File: src/rtl/accel_slv.sv
// ---------------------------------------------------------------------------
// accel_slv : receive end of the accelerometer serial link.
//
// Deserialises 8N1 UART bytes arriving on RX_A and pairs them into 16-bit
// acceleration samples (high byte first, then low byte). An inter-byte
// timeout stops a lost or corrupted byte from pairing a low byte with the
// wrong high byte.
//
// Parameters:
//   BAUD_DIV  clocks per bit period (minimum 4)
//   PKT_TO    max clocks from the high-byte stop sample to the low-byte
//             start edge before the high byte is dropped (< 16384)
//
// Ports:
//   clk        in   system clock
//   rst_n      in   asynchronous active-low reset
//   RX_A       in   serial line, idle high, asynchronous to clk
//   accel_val  out  [15:0] last complete sample {high,low}
//   vld        out  one-cycle pulse when accel_val updates
//   frm_err    out  one-cycle pulse on stop-bit error or packet timeout
//
// Optional build macro ACCEL_SLV_PKT_CNT_EN adds:
//   pkt_cnt    out  [7:0] wrapping count of vld pulses
//   err_cnt    out  [7:0] saturating count of frm_err pulses
// ---------------------------------------------------------------------------
module accel_slv #(
  parameter int BAUD_DIV = 2604,
  parameter int PKT_TO   = 8192
) (
  input  logic        clk,
  input  logic        rst_n,
  input  logic        RX_A,
  output logic [15:0] accel_val,
  output logic        vld,
  output logic        frm_err
`ifdef ACCEL_SLV_PKT_CNT_EN
  ,
  output logic [7:0]  pkt_cnt,
  output logic [7:0]  err_cnt
`endif
);

  localparam int BW = (BAUD_DIV > 1) ? $clog2(BAUD_DIV) : 1;
  localparam logic [BW-1:0] HALF_LAST = BW'(BAUD_DIV / 2 - 1);
  localparam logic [BW-1:0] FULL_LAST = BW'(BAUD_DIV - 1);
  localparam logic [13:0]   TO_LAST   = 14'(PKT_TO - 1);
  localparam logic [13:0]   TO_MAX    = 14'h3FFF;

  localparam logic [1:0] S_IDLE  = 2'd0;
  localparam logic [1:0] S_START = 2'd1;
  localparam logic [1:0] S_DATA  = 2'd2;
  localparam logic [1:0] S_STOP  = 2'd3;

  localparam logic [0:0] P_WAIT_HIGH = 1'b0;
  localparam logic [0:0] P_WAIT_LOW  = 1'b1;

  logic          r_rxMeta;
  logic          r_rxS;
  logic          r_rxPrev;
  logic [1:0]    r_bitState;
  logic [BW-1:0] r_baudCnt;
  logic [3:0]    r_bitCnt;
  logic [7:0]    r_shift;
  logic [0:0]    r_pktState;
  logic [7:0]    r_hiQ;
  logic [13:0]   r_toCnt;
  logic [15:0]   r_accelVal;
  logic          r_vld;
  logic          r_frmErr;

  logic w_startEdge;
  logic w_stopSample;
  logic w_byteRdy;
  logic w_byteErr;
  logic w_bitIdle;
  logic w_timeout;
  logic w_setVld;
  logic w_setErr;

  // Two-flop synchroniser plus a history flop for falling-edge detection.
  // Resetting to 1 means the first falling edge after reset is a start bit.
  always_ff @(posedge clk or negedge rst_n) begin
    if (!rst_n) begin
      r_rxMeta <= 1'b1;
      r_rxS    <= 1'b1;
      r_rxPrev <= 1'b1;
    end else begin
      r_rxMeta <= RX_A;
      r_rxS    <= r_rxMeta;
      r_rxPrev <= r_rxS;
    end
  end

  assign w_startEdge  = r_rxPrev & ~r_rxS;
  assign w_stopSample = (r_bitState == S_STOP) && (r_baudCnt == FULL_LAST);
  assign w_byteRdy    = w_stopSample & r_rxS;
  assign w_byteErr    = w_stopSample & ~r_rxS;
  assign w_bitIdle    = (r_bitState == S_IDLE);

  // Bit FSM. The start bit is checked at its middle; after that every
  // sample lands a full bit period later, i.e. at mid-bit. The stop bit is
  // judged at its middle and the FSM returns to IDLE straight away so a
  // back-to-back start edge is not missed.
  always_ff @(posedge clk or negedge rst_n) begin
    if (!rst_n) begin
      r_bitState <= S_IDLE;
      r_baudCnt  <= '0;
      r_bitCnt   <= 4'd0;
      r_shift    <= 8'h00;
    end else begin
      case (r_bitState)
        S_IDLE: begin
          if (w_startEdge) begin
            r_baudCnt  <= '0;
            r_bitState <= S_START;
          end
        end
        S_START: begin
          if (r_baudCnt == HALF_LAST) begin
            r_baudCnt <= '0;
            if (r_rxS) begin
              r_bitState <= S_IDLE;
            end else begin
              r_bitCnt   <= 4'd0;
              r_bitState <= S_DATA;
            end
          end else begin
            r_baudCnt <= r_baudCnt + 1'b1;
          end
        end
        S_DATA: begin
          if (r_baudCnt == FULL_LAST) begin
            r_baudCnt <= '0;
            r_shift   <= {r_rxS, r_shift[7:1]};
            r_bitCnt  <= r_bitCnt + 4'd1;
            if (r_bitCnt == 4'd7) begin
              r_bitState <= S_STOP;
            end
          end else begin
            r_baudCnt <= r_baudCnt + 1'b1;
          end
        end
        default: begin
          if (r_baudCnt == FULL_LAST) begin
            r_baudCnt  <= '0;
            r_bitState <= S_IDLE;
          end else begin
            r_baudCnt <= r_baudCnt + 1'b1;
          end
        end
      endcase
    end
  end

  // The timeout only runs while the line is quiet: a start edge in the same
  // cycle as the last count beats the timeout.
  assign w_timeout = (r_pktState == P_WAIT_LOW) && w_bitIdle && !w_startEdge &&
                     (r_toCnt == TO_LAST);
  assign w_setVld  = (r_pktState == P_WAIT_LOW) && w_byteRdy;
  assign w_setErr  = w_byteErr | w_timeout;

  // Packet FSM: pairs a high byte with the following low byte.
  always_ff @(posedge clk or negedge rst_n) begin
    if (!rst_n) begin
      r_pktState <= P_WAIT_HIGH;
      r_hiQ      <= 8'h00;
      r_toCnt    <= 14'd0;
      r_accelVal <= 16'h0000;
      r_vld      <= 1'b0;
      r_frmErr   <= 1'b0;
    end else begin
      r_vld    <= w_setVld;
      r_frmErr <= w_setErr;
      if (r_pktState == P_WAIT_HIGH) begin
        if (w_byteRdy) begin
          r_hiQ      <= r_shift;
          r_toCnt    <= 14'd0;
          r_pktState <= P_WAIT_LOW;
        end
      end else begin
        if (w_byteRdy) begin
          r_accelVal <= {r_hiQ, r_shift};
          r_pktState <= P_WAIT_HIGH;
        end else if (w_byteErr || w_timeout) begin
          r_hiQ      <= 8'h00;
          r_pktState <= P_WAIT_HIGH;
        end else if (w_bitIdle && !w_startEdge && (r_toCnt != TO_MAX)) begin
          r_toCnt <= r_toCnt + 14'd1;
        end
      end
    end
  end

  assign accel_val = r_accelVal;
  assign vld       = r_vld;
  assign frm_err   = r_frmErr;

`ifdef ACCEL_SLV_PKT_CNT_EN
  logic [7:0] r_pktCnt;
  logic [7:0] r_errCnt;

  // Packet counter wraps; error counter sticks at its maximum.
  always_ff @(posedge clk or negedge rst_n) begin
    if (!rst_n) begin
      r_pktCnt <= 8'h00;
      r_errCnt <= 8'h00;
    end else begin
      if (w_setVld) begin
        r_pktCnt <= r_pktCnt + 8'd1;
      end
      if (w_setErr && (r_errCnt != 8'hFF)) begin
        r_errCnt <= r_errCnt + 8'd1;
      end
    end
  end

  assign pkt_cnt = r_pktCnt;
  assign err_cnt = r_errCnt;
`endif

endmodule
File: config.mk
export PLATFORM = sky130hd
export DESIGN_NAME = accel_slv
export DESIGN_NICKNAME = d
export VERILOG_FILES = /design/src/rtl/accel_slv.sv
export SDC_FILE = /design/constraint.sdc
export NUM_CORES = 1
export LEC_CHECK = 0
export BUFFER_PORTS_ARGS = -buffer_cell sky130_fd_sc_hd__buf_4
export CAP_MARGIN = 20
export CORE_MARGIN = 4
export CORE_UTILIZATION = 35
export DETAILED_ROUTE_END_ITERATION = 7
export SKIP_CTS_REPAIR_TIMING = 1
export SYNTH_ARGS = -nofsm -noshare
export SYNTH_HDL_FRONTEND = slang
export SYNTH_SLANG_ARGS = --single-unit
File: constraint.sdc
create_clock -name clk -period 4.1 [get_ports clk]
set_input_delay 0 -clock clk [delete_from_list [all_inputs] [get_ports clk]]
set_output_delay 0 -clock clk [all_outputs]
set_load 0.02 [all_outputs]
==> key figures, run 1 <==
Pwr
  • Cell-internal power: 1.01 mW
  • Power Dens Cells: 365 nW/µm²
  • Leakage Power: 1.76 nW
  • Power share of the clock group: 37.2%
  • Worst VDD drop: 0.272 mV
  • Total power of the final layout: 1.42 mW
  • Proportion of power drawn by flip-flops and latches: 54.0%
  • Combinational power share: 8.8%
  • Switch share: 29.0%
  • Net Switching: 0.411 mW

CTS
  • Master cell of the clock root buffer: sky130_fd_sc_hd__clkbuf_8
  • # clock sinks: 70
  • Clock latency reported for the late side of the worst-skew pair: 0.36 ns
  • Clock transition at the register clock pins on the worst setup and hold paths after CTS: 0.09 ns
  • Num CTS Buffers: 9
  • Worst-case clock buffer depth: 2
  • CTS tree: yes
  • Count of H-tree levels built during CTS: 3

Synth
  • Post-synthesis sequential area ratio: 51.4%
  • Post-synthesis net count: 324
  • Number of synthesized flops with an enable pin: 0
  • Number of warnings issued by yosys: 0
  • Synth top area cells: sky130_fd_sc_hd__dfrtp_1, sky130_fd_sc_hd__mux2_2, sky130_fd_sc_hd__o21ai_0, sky130_fd_sc_hd__nand3_1, sky130_fd_sc_hd__nor2_1
  • Post-synth cell types: 53
  • Area fraction of the dominant cell type after synthesis: 49.1%
  • Netlist area before placement: 3410 µm²
  • Per-instance average area after synthesis: 10.8 µm²
  • Flip-flop cell with the highest count after synthesis: sky130_fd_sc_hd__dfrtp_1
  • Async set-or-reset flop fraction in the synthesized netlist: 100%
  • Post-synthesis sequential element count: 70
  • Post-synthesis cell type with the largest combined area: sky130_fd_sc_hd__dfrtp_1
  • Number of instances in the synthesized netlist: 315

Detailed routing
  • Wire per inst: 14.1 µm
  • Number of vias per cell after detailed routing: 5.12
  • Antenna-violating nets left: 0
  • Routed WL: 6660 µm
  • DRC violation count after routing: 0
  • Drt pass-1 iters: 4
  • Vias after detailed routing: 2411
  • Violation count after the first detailed-routing iteration: 86

Critical path
  • Largest driver fanout on the critical path: 9
  • CP Class: flop to flop
  • CP endpoint kind: flop
  • Startpoint of the worst register-to-register path: r_baudCnt[0]
  • Worst reg-to-reg setup slack: 1.08 ns
  • Data required time of the critical path: 4.34 ns
  • Arr. time, crit path: 3.25 ns
  • Kind of start point of the critical path: flop
  • Startpoint of the most critical setup path: r_baudCnt[0]

Die
  • Width of the chip: 107 µm
  • Area of the die: 11400 µm²
  • # rows: 35
  • Die span in y: 107 µm
  • Boundary Pins: 21
  • Core Region: 9370 µm²
  • Effective utilization at floorplan: 36.4%

Min path
  • Path class of the lowest-slack min-delay path: primary input to asynchronous set/reset pin

GRT
  • Congestion Overflow GR: 0
  • Pin count of the biggest net entering global routing: 71
  • Initial antenna violation count: 0
  • Vias in the first global route: 2411
  • Total GRT Usage: 13.3%
  • Global-route wire length before repair: 12100 µm

Layout
  • Core occupancy in the finished layout: 41.5%
  • Layout cell share with drive strength beyond 1: 24.3%
  • Post-Layout Cell Count: 471
  • Nets: 346
  • Antenna cell count: 0
  • Area growth from synthesis to layout: 13.9%

Timing
  • Final clock skew: 0.0120 ns
  • Post-route fraction of the period consumed by the critical path: 73.6%
  • Transition time at the pin with the least slew margin: 0.868 ns
  • Time the worst path needs with I/O delays and setup: 3.02 ns
  • Setup TNS: 0 ns
  • Crit path setup slack, layout: 1.08 ns
  • Unrepaired setup endpoints after global routing: false
  • Max Clk Rate: 332 MHz
  • Final Hold Vio Count: 0
  • Final slew viol count: 0
  • Number of failing setup endpoints in the final timing report: 0
  • Relative slew slack: 42.1%

Job
  • Max_cap viols: 0

Place
  • Gp weighted congestion: 0.803
  • Number of buffer cells added on primary ports: 20
  • Inst Count DP: 453
  • Setup Slack @ Placement: 1.07 ns
  • Placed wire-length estimate: 4370 µm

Outcome
  • Result of the run: finished clean
-- layout by cell type, fill, tap and decap left out, types with 5 or more instances in the layout --
| cell | count |
|---|---|
| sky130_fd_sc_hd__a21oi_1 | 6 |
| sky130_fd_sc_hd__buf_4 | 22 |
| sky130_fd_sc_hd__clkbuf_8 | 9 |
| sky130_fd_sc_hd__dfrtp_1 | 67 |
| sky130_fd_sc_hd__ha_1 | 6 |
| sky130_fd_sc_hd__inv_1 | 10 |
| sky130_fd_sc_hd__mux2_2 | 32 |
| sky130_fd_sc_hd__nand2_1 | 18 |
| sky130_fd_sc_hd__nand3_1 | 17 |
| sky130_fd_sc_hd__nand4_1 | 10 |
| sky130_fd_sc_hd__nor2_1 | 22 |
| sky130_fd_sc_hd__nor2b_1 | 10 |
| sky130_fd_sc_hd__nor3_1 | 6 |
| sky130_fd_sc_hd__o21ai_0 | 20 |
| sky130_fd_sc_hd__xor2_1 | 5 |
-- layer usage --
metal	global-route usage, %	wire length, µm	up-vias
met3	3.73	239	13
met4	5.48	133	0
li1	-	-	1187
met1	18.5	3280	1173
met2	19.6	3010	38
met5	0	0	-
-- final cells by class --
type                       instances  area [µm²]
fill                             933        5480
tap                              129         161
clock buffer                       9         124
timing repair buffer              24         185
sequential                        70        1760
clock inverter                     7        63.8
multi-input combinational        221        1560
inverter                          11        41.3
-- path summary, 6_finish.rpt --
kind                                endpoint  cells after the start
min in group clk                    r_rxMeta                      2
worst min register to register         r_rxS                      0
worst max-delay path             r_toCnt[13]                     12
worst min-delay path            accel_val[8]                      2
max in group asynchronous       r_baudCnt[7]                      2
worst max register to register   r_toCnt[13]                     12
-- state kept, by name, summed over array words and instances, names as in the netlist, 2 cells and up --
register	cells
accel_val	16
r_toCnt	14
r_bitState	2
r_hiQ	8
r_bitCnt	4
r_baudCnt	12
r_shift	8
-- worst max-delay path, stage by stage (launching register included) --
cell and delay [ns]:
sky130_fd_sc_hd__dfrtp_1 0.40, sky130_fd_sc_hd__ha_1 0.24, sky130_fd_sc_hd__nand2_1 0.12, sky130_fd_sc_hd__nor4_2 0.42, sky130_fd_sc_hd__nand4_1 0.24, sky130_fd_sc_hd__inv_1 0.10
sky130_fd_sc_hd__ha_1 0.25, sky130_fd_sc_hd__inv_1 0.10, sky130_fd_sc_hd__nor3_1 0.06, sky130_fd_sc_hd__a22oi_1 0.52, sky130_fd_sc_hd__buf_4 0.27, sky130_fd_sc_hd__or4_1 0.11
sky130_fd_sc_hd__nand3_1 0.08
-- metrics by stage --
step / instance area [µm²] / hold WS [ns]
after floorplan: 3410 / -0.296
after global placement: 3680 / 0.110
after detailed placement: 3680 / 0.113
after CTS: 3870 / -0.263
after global routing: 3890 / 0.304
final: 3890 / 0.286
-- synthesized netlist by cell type (all sizes together) (2+ instances only) --
master,instances
nor2b,10
dfstp,3
nor4bb,2
nor2,22
nand2,18
nor3b,3
nand3,17
nand3b,2
a32oi,2
dfrtp,67
clkbuf,10
a21o,3
o31ai,3
buf,3
nand4,10
nand2b,4
or4,5
or2,3
o22ai,2
mux2,32
and3,2
a21oi,7
xnor2,3
xor2,5
nand4bb,2
and2,3
inv,10
o41ai,4
ha,6
nor4,4
a31oi,3
nor3,6
o21ai,22
or3,4
-- power by group through the flow --
| stage | registers, mW | logic (mW) | clock network [mW] |
|---|---|---|---|
| after global routing | 0.775 | 0.147 | 0.584 |
| after global placement | 0.777 | 0.121 | 0 |
| final | 0.766 | 0.125 | 0.527 |
| after floorplan | 0.756 | 0.111 | 0 |
| after CTS | 0.765 | 0.126 | 0.546 |
| after detailed placement | 0.779 | 0.125 | 0 |
-- kinds of logic (layout without fill, tap and decap cells) --
family | Yosys count | in the layout | synth area share [%]
xor+xnor | 8 | 8 | 2.05
compound gates | 54 | 54 | 10.6
buf+inv | 24 | 51 | 2.93
fa+ha+maj | 6 | 6 | 2.20
mux | 33 | 33 | 10.9
simple gates | 120 | 120 | 19.9
flops | 70 | 70 | 51.4
No activity file was read; power rests on OpenSTA's default activity.
==> inputs of run 2 (changes only) <==
- ABC_AREA: not set -> 1
- clock period: 4.1 -> 2.9 ns (I/O delays scaled with it)
==> key figures, run 2 <==
Detailed routing
  • Number of vias per cell after detailed routing: 4.79
  • Wire per inst: 12.1 µm
  • DRC violation count after routing: 0
  • Routed WL: 7320 µm
  • Drt pass-1 iters: 4
  • Vias after detailed routing: 2898
  • Antenna-violating nets left: 0
  • Violation count after the first detailed-routing iteration: 164

Critical path
  • Critical path cell sequence: ha_1 -> nand2_2 -> nor2_2 -> inv_2 -> nor2_4 -> nand3_4 -> inv_1 -> ha_1 -> mux2_2
  • Most common cell type on the critical path: sky130_fd_sc_hd__ha_1
  • CP endpoint kind: flop
  • Buf/Inv on CP: 2
  • Worst reg-to-reg setup slack: 0.65 ns
  • Worst reg2reg path depth: 9
  • Kind of cell with the highest combined delay on the critical path: adder cells
  • Kind of start point of the critical path: flop
  • Arr. time, crit path: 2.49 ns
  • Data required time of the critical path: 3.14 ns
  • Largest driver fanout on the critical path: 11
  • End of the worst register-to-register path: accel_val[15]
  • Largest stage delay, worst path: 0.46 ns
  • Startpoint of the worst register-to-register path: r_baudCnt[0]
  • Crit-path slowest cell: sky130_fd_sc_hd__ha_1
  • CP Class: flop to flop

Die
  • Core Region: 9950 µm²
  • Die span in y: 110 µm
  • Boundary Pins: 21
  • Width of the chip: 110 µm
  • Area of the die: 12100 µm²
  • # rows: 36
  • Effective utilization at floorplan: 36.6%

Pwr
  • Worst VDD drop: 0.276 mV
  • Leakage Power: 1.99 nW
  • Power Dens Cells: 522 nW/µm²

CTS
  • Clock latency reported for the late side of the worst-skew pair: 0.35 ns
  • CTS tree: yes
  • Master cell of the clock root buffer: sky130_fd_sc_hd__clkbuf_8
  • Worst-case clock buffer depth: 2
  • # clock sinks: 70
  • Num CTS Buffers: 9
  • Clock transition at the register clock pins on the worst setup and hold paths after CTS: 0.09 ns
  • Count of H-tree levels built during CTS: 3

GRT
  • Met2 track demand over resource in global routing: 21.1%
  • M1 GR Usage: 17.7%
  • Vias in the first global route: 2808
  • Most used routing layer in global routing: met2
  • Global-route track usage on met3: 3.44%
  • Global-route wire length before repair: 12900 µm
  • Pin count of the biggest net entering global routing: 71
  • Initial antenna violation count: 0
  • Total GRT Usage: 13.4%
  • Congestion Overflow GR: 0

Layout
  • Top library cells by usage in the layout, fill and taps aside: sky130_fd_sc_hd__nand2_1, sky130_fd_sc_hd__dfrtp_1, sky130_fd_sc_hd__nor2_1, sky130_fd_sc_hd__inv_1, sky130_fd_sc_hd__nand3_1
  • Flip-flop count of the largest register after layout: 16
  • Layout cell share with drive strength beyond 1: 16.5%
  • Commonest non-fill, non-tap cell in the layout: sky130_fd_sc_hd__nand2_1
  • Antenna cell count: 0
  • Area growth from synthesis to layout: 12.9%
  • Cell area after layout: 4110 µm²
  • Nets: 476

Timing
  • Relative slew slack: 39.2%
  • Final slew viol count: 0
  • Final clock skew: 0.00893 ns
  • Unrepaired setup endpoints after global routing: false
  • Time the worst path needs with I/O delays and setup: 2.25 ns
  • Max Clk Rate: 444 MHz
  • Final Hold Vio Count: 0
  • Transition time at the pin with the least slew margin: 0.912 ns
  • Setup TNS: 0 ns
  • Post-route fraction of the period consumed by the critical path: 77.6%
  • Number of failing setup endpoints in the final timing report: 0

Synth
  • Proportion of synthesized area in mux cells: 2.48%
  • Synth Area in Simple Gates: 32.1%
  • Post-synthesis sequential element count: 70
  • Post-synthesis cell type with the largest combined area: sky130_fd_sc_hd__dfrtp_1
  • Flip-flop cell with the highest count after synthesis: sky130_fd_sc_hd__dfrtp_1
  • Per-instance average area after synthesis: 8.23 µm²
  • Post-synthesis net count: 451
  • Most numerous cell types in the synthesized netlist: sky130_fd_sc_hd__nand2_1, sky130_fd_sc_hd__dfrtp_1, sky130_fd_sc_hd__nor2_1
  • Number of synthesized flops with an enable pin: 0
  • Synth top area cells: sky130_fd_sc_hd__dfrtp_1, sky130_fd_sc_hd__nand2_1, sky130_fd_sc_hd__nor2_1, sky130_fd_sc_hd__nand3_1, sky130_fd_sc_hd__inv_1
  • Main combinational cell family by area after synthesis: simple AND/OR/NAND/NOR gates
  • Area fraction of the dominant cell type after synthesis: 46.1%
  • Post-Synth Adder-Cell Area: 2.06%
  • Number of instances in the synthesized netlist: 442
  • Post-synth cell types: 37
  • Netlist area before placement: 3640 µm²
  • Number of warnings issued by yosys: 0
  • Compound-Gate Fraction of Synth Area: 6.29%
  • Parity-gate share of the synthesized area counting xor and xnor cells: 2.41%
  • Async set-or-reset flop fraction in the synthesized netlist: 100%
  • Post-synthesis sequential area ratio: 48.2%
  • Most common cell in the netlist: sky130_fd_sc_hd__nand2_1

Place
  • Gp weighted congestion: 0.818
  • Placed wire-length estimate: 5060 µm
  • Placed cell areas: 3900 µm²
  • Number of buffer cells added on primary ports: 20

Min path
  • Path class of the lowest-slack min-delay path: primary input to asynchronous set/reset pin

Job
  • Max_cap viols: 0

Outcome
  • Result of the run: finished clean
## run 2: cell types whose count changed in the layout (fill, tap and decap cells not counted), moves of 5 or more
cell / previous run / this run
sky130_fd_sc_hd__nand2_1: 18 / 114
sky130_fd_sc_hd__nor2_1: 22 / 64
sky130_fd_sc_hd__inv_1: 10 / 37
sky130_fd_sc_hd__mux2_2: 32 / 8
sky130_fd_sc_hd__nand3_1: 17 / 36
sky130_fd_sc_hd__nor2b_1: 10 / 0
sky130_fd_sc_hd__nand2_2: 0 / 8
sky130_fd_sc_hd__nand4_1: 10 / 15
sky130_fd_sc_hd__nor2_2: 0 / 5
## run 2: cell type report
cell class / instances / area, µm²
Clock buffer: 9 / 124
Clock inverter: 7 / 63.8
Fill cell: 984 / 5850
Inverter: 43 / 164
Multi-Input combinational cell: 319 / 1650
Sequential cell: 70 / 1760
Tap cell: 133 / 166
Timing Repair Buffer: 24 / 185
## run 2: where the power goes
part	switching (mW)	total, mW	internal [mW]
logic	0.229	0.322	0.0933
clock network	0.425	0.755	0.329
registers	0.0514	1.07	1.01
total	0.706	2.14	1.44
## run 2: how the worst max path moves through the flow
stage                 start             to  slack [ns]  cells after the start
2_1_floorplan  r_baudCnt[0]  accel_val[12]        0.60                     11
3_3_place_gp   r_baudCnt[0]  accel_val[14]        0.70                      9
3_5_place_dp   r_baudCnt[0]  accel_val[13]        0.65                      9
4_1_cts        r_baudCnt[0]  accel_val[10]        0.64                      9
5_1_grt        r_baudCnt[0]     r_toCnt[9]        0.45                     11
6_report       r_baudCnt[0]  accel_val[15]        0.65                      9
## run 2: metrics by stage
step | hold WS (ns) | power, mW | instances | setup slack (ns) | utilization [%]
3_3_place_gp | 0.108 | 1.40 | 587 | 0.704 | 39.2
4_1_cts | -0.267 | 2.17 | 603 | 0.636 | 41.1
3_5_place_dp | 0.110 | 1.40 | 587 | 0.655 | 39.2
2_1_floorplan | -0.296 | 1.32 | 442 | 0.602 | -
6_report | 0.286 | 2.14 | 605 | 0.649 | 41.3
5_1_grt | 0.292 | 2.28 | 605 | 0.451 | 41.3
## run 2: cell families (layout without fill, tap and decap cells)
group / Yosys count / after routing
AOI/OAI and AO/OA: 37 / 37
xor gates and xnor gates: 10 / 10
adders and majority gates: 6 / 6
buffers and inverters: 53 / 83
DFF: 70 / 70
muxes: 8 / 8
and+or+nand+nor: 258 / 258
## run 2: metal layers
metal  part of all wire (%)  vias up
met1                     48     1383
li1                       -     1473
met3                    2.2        7
met5                      0        -
met4                    1.4        0
met2                     48       35
